### src/rtl/pf_ddr4_c0_ddrphy_blk_iod_rx_bitslip_align.sv
// Receive word aligner for a 4:1 IOD lane: slips the deserializer until the training pattern is seen MATCH_COUNT times in a row.
// RX_DATA_OUT is RX_DATA_IN delayed one cycle; status and slip pulse are registered.
module pf_ddr4_c0_ddrphy_blk_iod_rx_bitslip_align #(
  parameter logic [3:0]  TRAIN_PATTERN = 4'b0011,
  parameter int unsigned MATCH_COUNT   = 8,
  parameter int unsigned SLIP_WAIT     = 4,
  parameter int unsigned MAX_SLIPS     = 3
) (
  input  logic       FAB_CLK,
  input  logic       RX_SYNC_RST,
  input  logic       ALIGN_START,
  input  logic [3:0] RX_DATA_IN,
  output logic       RX_BIT_SLIP,
  output logic       LOCKED,
  output logic       ALIGN_DONE,
  output logic       ALIGN_FAIL,
  output logic [2:0] SLIP_CNT,
  output logic [3:0] RX_DATA_OUT,
  output logic       RX_DATA_VALID
);

  localparam logic [2:0] ST_IDLE  = 3'd0;
  localparam logic [2:0] ST_CHECK = 3'd1;
  localparam logic [2:0] ST_SLIP  = 3'd2;
  localparam logic [2:0] ST_WAIT  = 3'd3;
  localparam logic [2:0] ST_LOCK  = 3'd4;
  localparam logic [2:0] ST_FAIL  = 3'd5;

  localparam logic [7:0] MATCH_TGT = 8'(MATCH_COUNT);
  localparam logic [3:0] WAIT_LD   = 4'(SLIP_WAIT);
  localparam logic [2:0] SLIP_MAX  = 3'(MAX_SLIPS);

  logic [2:0] state, state_nxt;
  logic [7:0] match_cnt, match_nxt, match_inc;
  logic [3:0] wait_cnt, wait_nxt;
  logic [2:0] slip_cnt, slip_nxt;
  logic       bit_slip_nxt;
  logic       locked, locked_nxt;
  logic       done, done_nxt;
  logic       fail, fail_nxt;
  logic [3:0] data_q;

  assign match_inc = 8'(match_cnt + 8'd1);

  always_comb begin
    state_nxt    = state;
    match_nxt    = match_cnt;
    wait_nxt     = wait_cnt;
    slip_nxt     = slip_cnt;
    bit_slip_nxt = 1'b0;
    locked_nxt   = locked;
    done_nxt     = 1'b0;
    fail_nxt     = fail;

    // A start request overrides whatever the FSM would otherwise do this cycle.
    if (ALIGN_START) begin
      state_nxt  = ST_CHECK;
      match_nxt  = 8'd0;
      slip_nxt   = 3'd0;
      locked_nxt = 1'b0;
      fail_nxt   = 1'b0;
    end else begin
      case (state)
        ST_IDLE: begin
          state_nxt = ST_IDLE;
        end
        ST_CHECK: begin
          if (RX_DATA_IN == TRAIN_PATTERN) begin
            match_nxt = match_inc;
            if (match_inc == MATCH_TGT) begin
              state_nxt  = ST_LOCK;
              locked_nxt = 1'b1;
              done_nxt   = 1'b1;
            end
          end else begin
            match_nxt = 8'd0;
            if (slip_cnt < SLIP_MAX) begin
              state_nxt    = ST_SLIP;
              bit_slip_nxt = 1'b1;
              slip_nxt     = (slip_cnt == 3'd7) ? 3'd7 : 3'(slip_cnt + 3'd1);
            end else begin
              state_nxt = ST_FAIL;
              fail_nxt  = 1'b1;
            end
          end
        end
        ST_SLIP: begin
          wait_nxt  = WAIT_LD;
          state_nxt = ST_WAIT;
        end
        ST_WAIT: begin
          // Data is ignored here while the IOD settles on the new boundary.
          if (wait_cnt <= 4'd1) begin
            wait_nxt  = 4'd0;
            match_nxt = 8'd0;
            state_nxt = ST_CHECK;
          end else begin
            wait_nxt = 4'(wait_cnt - 4'd1);
          end
        end
        ST_LOCK: begin
          state_nxt = ST_LOCK;
        end
        ST_FAIL: begin
          state_nxt = ST_FAIL;
        end
        default: begin
          state_nxt = ST_IDLE;
        end
      endcase
    end
  end

  always_ff @(posedge FAB_CLK) begin
    if (RX_SYNC_RST) begin
      state       <= ST_IDLE;
      match_cnt   <= 8'd0;
      wait_cnt    <= 4'd0;
      slip_cnt    <= 3'd0;
      RX_BIT_SLIP <= 1'b0;
      locked      <= 1'b0;
      done        <= 1'b0;
      fail        <= 1'b0;
      data_q      <= 4'd0;
    end else begin
      state       <= state_nxt;
      match_cnt   <= match_nxt;
      wait_cnt    <= wait_nxt;
      slip_cnt    <= slip_nxt;
      RX_BIT_SLIP <= bit_slip_nxt;
      locked      <= locked_nxt;
      done        <= done_nxt;
      fail        <= fail_nxt;
      data_q      <= RX_DATA_IN;
    end
  end

  assign LOCKED        = locked;
  assign ALIGN_DONE    = done;
  assign ALIGN_FAIL    = fail;
  assign SLIP_CNT      = slip_cnt;
  assign RX_DATA_OUT   = data_q;
  assign RX_DATA_VALID = locked;

endmodule

### config.mk
export PLATFORM = sky130hd
export DESIGN_NAME = pf_ddr4_c0_ddrphy_blk_iod_rx_bitslip_align
export DESIGN_NICKNAME = d
export VERILOG_FILES = /design/src/rtl/pf_ddr4_c0_ddrphy_blk_iod_rx_bitslip_align.sv
export SDC_FILE = /design/constraint.sdc
export NUM_CORES = 1
export LEC_CHECK = 0
export CAP_MARGIN = 40
export CORE_ASPECT_RATIO = 1.1
export CORE_MARGIN = 2
export CORE_UTILIZATION = 53
export DETAILED_ROUTE_END_ITERATION = 12
export PLACE_DENSITY = 0.76
export SYNTH_ARGS = -nofsm -noshare
export SYNTH_HDL_FRONTEND = slang
export SYNTH_SLANG_ARGS = --single-unit
### constraint.sdc
create_clock -name FAB_CLK -period 2.4 [get_ports FAB_CLK]
set_input_delay 0.6 -clock FAB_CLK [delete_from_list [all_inputs] [get_ports FAB_CLK]]
set_output_delay 0.6 -clock FAB_CLK [all_outputs]
set_load 0.03 [all_outputs]
==> metrics.md, run 1 <==
| Metric | Value |
|---|---|
| Run status | finished, final reports clean |
| Final WL | 2720 um |
| Worst-path clk slew | 140 ps |
| Minimum clock period after layout | 2020 ps |
| Core Footprint | 2300 um2 |
| CP Cell Sequence | clkdlybuf4s50_1 |
| Ys async rst share | 0 |
| Skew-Pair Late Insertion Delay | 320 ps |
| Layout area overhead | 19.2% |
| Die width | 51.2 um |
| DRC | 0 |
| Number of flops mapped to enable cells by yosys | 0 |
| Register area | 520 um2 |
| Ys Warns | 0 |
| Min-Delay Path Class | register to register |
| Post-route cell area | 1550 um2 |
| Fin crit share | 0.840 |
| Initial core utilization | 0.566 |
| N_diodes | 0 |
| Dpl hpwl | 2050 um |
| R2r startpoint | wait_cnt[0]$_SDFFE_PP0P_ |
| Maximum Capacitance Violations | 0 |
| Global-route wire length before repair | 4640 um |
| Vias per cell | 5.94 |
| Synthesis-stage register bit count | 26 |
| DRT antenna net count | 0 |
| Hold_buf cts | 0 |
| Area fraction of the dominant cell type after synthesis | 0.400 |
| DRT Pass-1 Iters | 4 |
| Clock tree buffer depth | 2 |
| Cell count after synthesis | 146 |
| Area leader, netlist | dfxtp_1 |
| Initial antenna violation count | 0 |
| Most frequent cells after synthesis | dfxtp_1 (26), nand2_1 (10), nor2_1 (10) |
| Via Count | 1147 |
| Largest net degree at the start of global routing | 16 |
| GPL Wtd Cong | 0.827 |
| Setup violators final | 0 |
| Multi-input gate area in the final layout | 713 um2 |
| Nets | 175 |
| Vias in the first global route | 1081 |
| Syn nets | 157 |
| Relative slew margins | 0.582 |
| Setup Skew | 6.90 ps |
| # resized after CTS | 0 |
| DRT iter0 DRCs | 25 |
| Synthesized area | 1300 um2 |
| Unrepaired setup endpoints after global routing | no |
| Die Area | 2870 um2 |
| Worst slew pin tran | 612 ps |
| Startpoint Class | register |
| CTS tree | yes |
| CTS Buf Count | 3 |
| Total negative slack | 0 ps |
| Total power | 0.819 mW |
| Crit path DAT | 1420 ps |
| Final core utilization | 0.674 |
| Buffers added on ports | 18 |
| TritonCTS Sinks | 26 |
| Max frequency | 496 MHz |
| Fin. Hold Viols | 0 |
| Critical path buffer and inverter count | 1 |
| Seq/Total Area, Yosys | 0.400 |
| Placed Area | 1500 um2 |
| Gr ovfl total | 0 |
| Share of cells above drive strength 1 | 0.0920 |
| Top post-synthesis cells by area | dfxtp_1 (40%), ha_1 (3.8%), a21oi_1 (3.5%), nand2_1 (2.9%), nor2_1 (2.9%) |
| CP peak stage delay | 700 ps |
| Fillers | 194 |
| Pleak | 0.565 nW |
| H-tree depth | 1 |
| Critical Path Start | SLIP_CNT[0]$_SDFFE_PP0P_ |
| GRT Overall Usage | 0.208 |
| Die height | 55.9 um |
| Final worst slack | 384 ps |
| Netlist cell types | 50 |
| Row cnt | 18 |
| Avg Synthesized Cell Area | 8.90 um2 |
| Pins Over Slew Limit | 0 |
| Synth Flop Type | dfxtp_1 |
| Routed WL per cell | 14.1 um |
| Top-count cell post-synth | dfxtp_1 |
| Setup bufs post-CTS | 0 |
| CP delay by family, top | buffers and inverters |
| IO Pins | 19 |
| Dpl ws | 153 ps |
| Clk root buf | clkbuf_4 |
| Setup crit end kind | primary output |
| Power density cells | 529 nW/um2 |
| CP required | 1800 ps |
| Hold Startpoint | wait_cnt[1]$_SDFFE_PP0P_ |
| Maximum VDD drop | 0.409 mV |
| Max FO, Critical Path | 4 |
| CP max-delay cell | clkdlybuf4s50_1 |
| Crit path kind | register to primary output |
worst reg2reg max path, cell delays in order (launching register included):
cell and delay [ps]:
dfxtp_1 430, inv_1 60, ha_1 230, or2_1 290
a21o_1 230, or4b_1 460, a21oi_1 150
metrics by stage:
step / cells / hold slack [ps]
after floorplan: 146 / 445
after global placement: 189 / 456
after detailed placement: 189 / 466
after CTS: 193 / 485
after global routing: 193 / 530
final: 193 / 480
report_power, final:
part | leakage [nW] | internal (mW) | switching [mW]
registers | 0.211 | 0.439 | 0.00592
logic | 0.326 | 0.0336 | 0.0432
clock network | 0.0279 | 0.169 | 0.129
total | 0.565 | 0.642 | 0.178
cell families (layout without fill, tap and decap cells):
group	after synthesis	count (layout)	synth area share
fa+ha+maj	4	4	0.0385
mux	3	3	0.0231
xor+xnor	1	1	0.00674
compound gates	38	38	0.208
buf+inv	14	31	0.0510
simple gates	60	60	0.272
flops	26	26	0.400
registers in the layout, indices dropped and copies added (netlist names):
signal / flops
RX_DATA_OUT: 4
LOCKED: 1
ALIGN_DONE: 1
RX_BIT_SLIP: 1
wait_cnt: 4
ALIGN_FAIL: 1
SLIP_CNT: 3
match_cnt: 8
state: 3
worst paths after layout:
kind,slack (ps),end,cells after the start
worst max-delay path,380,SLIP_CNT[0],1
worst min-delay path,480,wait_cnt[1]$_SDFFE_PP0P_,2
worst max register to register,500,wait_cnt[3]$_SDFFE_PP0P_,6
worst min register to register,480,wait_cnt[1]$_SDFFE_PP0P_,2
area by class of cell:
type,count,area share
Multi-Input combinational cell,106,0.460
Sequential cell,26,0.336
Timing Repair Buffer,21,0.131
Tap cell,30,0.0242
Clock inverter,1,0.0194
Clock buffer,3,0.0145
Inverter,6,0.0145
cells in the final DEF (no fill, tap or decap), drive strengths merged, types with 3 or more instances in the layout:
cell type / instances
a21oi: 10
and3: 3
buf: 3
clkbuf: 3
clkdlybuf4s50: 18
dfxtp: 26
ha: 4
inv: 6
mux2i: 3
nand2: 10
nand3: 4
nor2: 10
nor2b: 5
nor3: 6
o21ai: 10
or3: 4
per-layer routing:
metal / routed length, um / part of all wire / track usage / vias to the layer above
met2: 1400 / 0.52 / 0.362 / 35
met1: 1160 / 0.43 / 0.261 / 539
met5: 0 / 0 / 0 / -
met3: 128 / 0.047 / 0.0376 / 5
met4: 30 / 0.011 / 0.0564 / 0
li1: - / - / - / 568
No activity file was read; power rests on OpenSTA's default activity.
==> run 2: changes to the inputs <==
--- a/config.mk
+++ b/config.mk
@@ -8,9 +8,9 @@
 export CAP_MARGIN = 40
 export CORE_ASPECT_RATIO = 1.1
 export CORE_MARGIN = 2
-export CORE_UTILIZATION = 53
+export CORE_UTILIZATION = 47
 export DETAILED_ROUTE_END_ITERATION = 12
-export PLACE_DENSITY = 0.76
+export PLACE_DENSITY = 0.71
 export SYNTH_ARGS = -nofsm -noshare
 export SYNTH_HDL_FRONTEND = slang
 export SYNTH_SLANG_ARGS = --single-unit
==> constraint.sdc (replaced) <==
create_clock -name FAB_CLK -period 1.7 [get_ports FAB_CLK]
set_input_delay 0.425 -clock FAB_CLK [delete_from_list [all_inputs] [get_ports FAB_CLK]]
set_output_delay 0.425 -clock FAB_CLK [all_outputs]
set_load 0.03 [all_outputs]
==> metrics.md, run 2 (synthesis gave the netlist of run 1 again) <==
| Metric | Value |
|---|---|
| Min-Delay Path Class | register to register |
| Hold path endpoint | ALIGN_FAIL$_SDFFE_PP0N_ |
| Setup crit end kind | register |
| TritonCTS Sinks | 26 (unchanged) |
| Die width | 54.1 um (+5.7%) |
| Final Instance Count excl. Fillers | 215 (+11%) |
| Fin crit share | 0.983 |
| Largest net degree at the start of global routing | 16 (unchanged) |
| CP Cell Sequence | inv_2, ha_2, or2_4, a21o_1, or4b_1, a21oi_1 |
| Setup violators final | 0 (unchanged) |
| Vias per cell | 5.51 (-7.3%) |
| Max reg flops | 8 (unchanged) |
| Maximum VDD drop | 0.455 mV (+11%) |
| Clock tree buffer depth | 2 (unchanged) |
| CP required | 1960 ps (+160 ps) |
| Hold Path Cell Cnt | 2 (unchanged) |
| CTS tree | yes |
| R2r startpoint | wait_cnt[0]$_SDFFE_PP0P_ |
| Vias in the first global route | 1084 (+0.28%) |
| Pins Over Slew Limit | 0 (unchanged) |
| Hold Startpoint | ALIGN_FAIL$_SDFFE_PP0N_ |
| Reg2reg end | wait_cnt[3]$_SDFFE_PP0P_ |
| GRT Overall Usage | 0.195 (-0.0130) |
| Pleak | 0.716 nW (+27%) |
| Relative slew margins | 0.751 (+0.169) |
| Skew-Pair Late Insertion Delay | 320 ps (about the same) |
| Die Area | 3200 um2 (+12%) |
| Final core utilization | 0.638 (-0.0363) |
| Minimum clock period after layout | 1670 ps |
| Crit path kind | register to register |
| DRC | 0 (unchanged) |
| Routed WL per cell | 13.0 um (-8.0%) |
| Via Count | 1185 (+3.3%) |
| Unrepaired setup endpoints after global routing | no |
| R2R Setup Slk | 30 ps (-470 ps) |
| Final WL | 2790 um (+2.5%) |
| Inst Count DP | 205 (+8.5%) |
| GPL Wtd Cong | 0.813 (-1.8%) |
| Initial antenna violation count | 0 (unchanged) |
| Layout area overhead | 32.6% |
| Fillers | 225 (+16%) |
| Power density cells | 683 nW/um2 (+29%) |
| H-tree depth | 1 (unchanged) |
| Fin. Hold Viols | 0 (unchanged) |
| DRT iter0 DRCs | 45 (+80%) |
| Setup Skew | 4.77 ps (-2.13 ps) |
| CTS Buf Count | 3 (unchanged) |
| Buffers added on ports | 18 (unchanged) |
| Crit path DAT | 1940 ps (+520 ps) |
| Share of cells above drive strength 1 | 0.253 (+0.161) |
| Max FO, Critical Path | 3 (-1) |
| DRT antenna net count | 0 (unchanged) |
| Gr ovfl total | 0 (unchanged) |
| Worst-path clk slew | 150 ps (about the same) |
| Reg2reg path depth | 6 (unchanged) |
| Initial core utilization | 0.481 (-0.0849) |
| Hold_buf cts | 0 (unchanged) |
| CP peak stage delay | 480 ps (-220 ps) |
| Max frequency | 598 MHz |
| Row cnt | 20 (+2) |
| Biggest register | match_cnt |
| IO Pins | 19 (unchanged) |
| Global-route wire length before repair | 4600 um (-0.88%) |
| N_diodes | 0 (unchanged) |
| DRT Pass-1 Iters | 4 (unchanged) |
| Run status | finished, final reports clean |
| Worst slew pin tran | 364 ps (-248 ps) |
| Most common cell after layout, fill and taps aside | dfxtp_1 |
| Total negative slack | 0 ps (unchanged) |
| Commonest cells after routing, fill and taps aside | dfxtp_1 (23), buf_4 (21), dlygate4sd2_1 (12) |
| Startpoint Class | register |
| Die height | 59.2 um (+5.7%) |
| Dpl hpwl | 2130 um (+3.9%) |
| Nets | 194 (+11%) |
| Maximum Capacitance Violations | 0 (unchanged) |
| Core Footprint | 2700 um2 (+18%) |
| Clk root buf | clkbuf_4 |
| Hold slack | 498 ps (+18.9 ps) |
| CP max-delay cell | or4b_1 |
==> run 2: routing by layer <==
metal	GRT usage	vias to the layer above	part of all wire
met5	0	-	0
met4	0.0786	0	0.016
met3	0.0227	7	0.025
met2	0.341	21	0.52
met1	0.238	554	0.44
li1	-	603	-
==> run 2: layout make-up <==
cell class / instances / area [um2] / area share
Sequential cell: 26 / 524 / 0.304
Tap cell: 33 / 41.3 / 0.0239
Inverter: 6 / 22.5 / 0.0131
Timing Repair Buffer: 40 / 334 / 0.194
Clock buffer: 3 / 22.5 / 0.0131
Clock inverter: 1 / 30.0 / 0.0174
Multi-Input combinational cell: 106 / 749 / 0.435
==> run 2: stage by stage <==
stage                     setup slack (ps)  instance area [um2]  power [mW]
after floorplan                       7.88                 1300       0.707
after global placement                -227                 1600       0.758
after detailed placement              -310                 1600       0.760
after CTS                             4.62                 1660        1.18
after global routing                 0.231                 1720        1.22
final                                 29.0                 1720        1.18
==> run 2: worst max path at each step <==
stage                                   from                        end  slack, ps  cells after the start
detailed placement             RX_DATA_IN[2]  match_cnt[5]$_SDFFE_PP0P_       -310                      6
global route        wait_cnt[0]$_SDFFE_PP0P_   wait_cnt[3]$_SDFFE_PP0P_        0.2                      6
finish              wait_cnt[0]$_SDFFE_PP0P_   wait_cnt[3]$_SDFFE_PP0P_         30                      6
CTS                 wait_cnt[1]$_SDFFE_PP0P_   wait_cnt[3]$_SDFFE_PP0P_          5                      6
global placement                 RX_SYNC_RST      state[2]$_SDFFE_PP0P_       -230                      6
floorplan           wait_cnt[0]$_SDFFE_PP0P_   wait_cnt[3]$_SDFFE_PP0P_          8                      6
==> run 2: critical path, delay by kind of cell (launching register included) <==
kind	cells	cell delay, ps
AND/OR/NAND/NOR	2	710
AO/OA/AOI/OAI	2	330
adder cells (fa/ha/maj)	1	160
buffers and inverters	1	40
flip-flops	1	380
==> run 2: timing repair <==
item,CTS,global route
pin swaps,4,6
hold endpoints to repair,0,0
resized for setup,16,9
setup buffers,2,4
endpoints found under the setup margin,20,9
==> run 2: power breakdown <==
part,internal (mW),switching [mW],total (mW)
registers,0.620,0.00720,0.627
clock network,0.239,0.190,0.429
logic,0.0561,0.0666,0.123
total,0.915,0.264,1.18
==> run 3: changes to the inputs <==
--- a/config.mk
+++ b/config.mk
@@ -5,12 +5,12 @@
 export SDC_FILE = /design/constraint.sdc
 export NUM_CORES = 1
 export LEC_CHECK = 0
-export CAP_MARGIN = 40
 export CORE_ASPECT_RATIO = 1.1
 export CORE_MARGIN = 2
 export CORE_UTILIZATION = 47
 export DETAILED_ROUTE_END_ITERATION = 12
 export PLACE_DENSITY = 0.71
+export REMOVE_ABC_BUFFERS = 1
 export SYNTH_ARGS = -nofsm -noshare
 export SYNTH_HDL_FRONTEND = slang
 export SYNTH_SLANG_ARGS = --single-unit
==> metrics.md, run 3 (synthesis gave the netlist of run 1 again) <==
| Metric | Value |
|---|---|
| Run status | finished with violations |
| Failing checks | setup timing |
| Max frequency | 564 MHz (-5.8%) |
| Share of cells above drive strength 1 | 0.234 (-0.0191) |
| Fin crit share | 1.04 (+0.0602) |
| Hold Startpoint | wait_cnt[1]$_SDFFE_PP0P_ |
| Most common cell after layout, fill and taps aside | dfxtp_1 |
| DRT iter0 DRCs | 10 (-78%) |
| R2R Setup Slk | -70 ps (-100 ps) |
| Reg2reg path depth | 6 (unchanged) |
| DRT antenna net count | 0 (unchanged) |
| CP Cell Sequence | inv_2, ha_4, or2_4, a21o_1, or4b_1, a21oi_1 |
| Setup crit end kind | register |
| Worst-path clk slew | 130 ps (-20 ps) |
| Initial core utilization | 0.481 (unchanged) |
| DRT Pass-1 Iters | 4 (unchanged) |
| Reg2reg end | wait_cnt[3]$_SDFFE_PP0P_ |
| Min-Delay Path Class | register to register |
| Clk root buf | clkbuf_4 |
| Crit path kind | register to register |
| Final core utilization | 0.637 (-0.000926) |
| Crit path DAT | 2030 ps (+90 ps) |
| Row cnt | 20 (unchanged) |
| Worst slew pin tran | 371 ps (+6.95 ps) |
| Clock tree buffer depth | 2 (unchanged) |
| Die Area | 3200 um2 (unchanged) |
| Maximum VDD drop | 0.525 mV (+15%) |
| Buffers added on ports | 18 (unchanged) |
| Initial antenna violation count | 0 (unchanged) |
| Die height | 59.2 um (unchanged) |
| Dpl ws | -273 ps (+36.9 ps) |
| Dpl hpwl | 2130 um (+0.25%) |
| Nets | 196 (+1.0%) |
| H-tree depth | 1 (unchanged) |
| Largest net degree at the start of global routing | 16 (unchanged) |
| CTS tree | yes |
| Routed WL per cell | 13.0 um (+0.25%) |
| CP max-delay cell | or4b_1 |
| Core Footprint | 2700 um2 (unchanged) |
| IO Pins | 19 (unchanged) |
| TritonCTS Sinks | 26 (unchanged) |
| Unrepaired setup endpoints after global routing | yes |
| Fin. Hold Viols | 0 (unchanged) |
| Hold_buf cts | 0 (unchanged) |
| Comb pwr share | 0.108 (+0.004) |
| Total power | 1.16 mW (-1.4%) |
| Relative slew margins | 0.746 (-0.00476) |
| Pleak | 0.722 nW (+0.75%) |
| Global-route wire length before repair | 4600 um (+0.15%) |
| Sw frac | 0.213 (-0.0111) |
| Startpoint Class | register |
| Power density cells | 675 nW/um2 (-1.2%) |
| Layout area overhead | 32.4% |
| CP delay by family, top | simple AND/OR/NAND/NOR gates |
| Sw Pwr | 0.247 mW (-6.3%) |
| Max reg flops | 8 (unchanged) |
| Gr ovfl total | 0 (unchanged) |
| Hold path endpoint | wait_cnt[1]$_SDFFE_PP0P_ |
| Setup Skew | 3.00 ps (-1.77 ps) |
| Seq pwr share | 0.537 (+0.005) |
| Pins Over Slew Limit | 0 (unchanged) |
| Vias in the first global route | 1130 (+4.2%) |
| CP peak stage delay | 510 ps (+30 ps) |
| DRC | 0 (unchanged) |
| Placed Area | 1640 um2 (+2.2%) |
| Internal power | 0.915 mW (about the same) |
| Max FO, Critical Path | 5 (+2) |
| GPL Wtd Cong | 0.890 (+9.5%) |
| N_diodes | 0 (unchanged) |
| GRT Overall Usage | 0.193 (-0.00266) |
| Via Count | 1212 (+2.3%) |
| Die width | 54.1 um (unchanged) |
| Skew-Pair Late Insertion Delay | 320 ps (about the same) |
| Hold Path Cell Cnt | 2 (unchanged) |
| Biggest register | match_cnt |
| Clock power share | 0.355 (-0.009) |
| Maximum Capacitance Violations | 0 (unchanged) |
| Hold slack | 490 ps (-8.89 ps) |
| CTS Buf Count | 3 (unchanged) |
| Setup violators final | 1 (+1) |
| Final worst slack | -73.3 ps (-102 ps) |
| CP required | 1950 ps (about the same) |
| R2r startpoint | wait_cnt[0]$_SDFFE_PP0P_ |
| Vias per cell | 5.59 (+1.3%) |
| Post-route cell area | 1720 um2 (-0.14%) |
| Final WL | 2820 um (+1.2%) |
| Critical path buffer and inverter count | 1 (unchanged) |
| Minimum clock period after layout | 1770 ps (+102 ps) |
| Commonest cells after routing, fill and taps aside | dfxtp_1 (24), buf_4 (23), dlygate4sd2_1 (12) |
run 3: cell count changes in the layout (fill, tap and decap cells not counted), sizes merged:
cell	before	now
buf	22	24
run 3: repair_timing:
| action | 4_1_cts | 5_1_grt |
|---|---|---|
| setup buffers | 0 | 3 |
| setup endpoints to repair | 20 | 9 |
| pin swaps | 2 | 4 |
| gates resized for setup | 15 | 7 |
run 3: cell type report:
cell class	count	area (um2)
multi-input combinational	106	731
clock buffer	3	22.5
timing repair buffer	42	349
inverter	6	22.5
sequential	26	526
clock inverter	1	30.0
tap	33	41.3
fill	230	981
run 3: tightest hold or removal path: stages, from the launching register on:
cell and delay, ps:
dfxtp_2 360, nand2_1 60, a21oi_1 50
run 3: worst max-delay path by stage:
stage | slack (ps) | startpoint | cells after the start | end
floorplan | -10 | wait_cnt[0]$_SDFFE_PP0P_ | 6 | wait_cnt[3]$_SDFFE_PP0P_
global placement | -280 | RX_DATA_IN[2] | 6 | state[2]$_SDFFE_PP0P_
detailed placement | -270 | RX_DATA_IN[2] | 6 | state[2]$_SDFFE_PP0P_
CTS | 2 | wait_cnt[0]$_SDFFE_PP0P_ | 6 | wait_cnt[3]$_SDFFE_PP0P_
global route | -100 | wait_cnt[0]$_SDFFE_PP0P_ | 6 | wait_cnt[3]$_SDFFE_PP0P_
finish | -70 | wait_cnt[0]$_SDFFE_PP0P_ | 6 | wait_cnt[3]$_SDFFE_PP0P_
run 3: stage by stage:
stage | TNS [ps] | std cells
after floorplan | -12.2 | 138
after global placement | -2440 | 210
after detailed placement | -2740 | 210
after CTS | 0 | 214
after global routing | -132 | 217
final | -73.3 | 217
run 3: power by group through the flow:
| stage | clock network [mW] | registers (mW) | logic, mW |
|---|---|---|---|
| final | 0.413 | 0.624 | 0.125 |
| after CTS | 0.431 | 0.624 | 0.125 |
| after detailed placement | 0 | 0.640 | 0.130 |
| after floorplan | 0 | 0.654 | 0.0447 |
| after global routing | 0.451 | 0.626 | 0.135 |
| after global placement | 0 | 0.639 | 0.126 |
run 3: routing by layer:
layer,global-route usage,vias to the layer above,share of wire
li1,-,608,-
met1,0.236,571,0.43
met2,0.325,26,0.52
met3,0.0227,7,0.028
met4,0.0964,0,0.022
met5,0,-,0
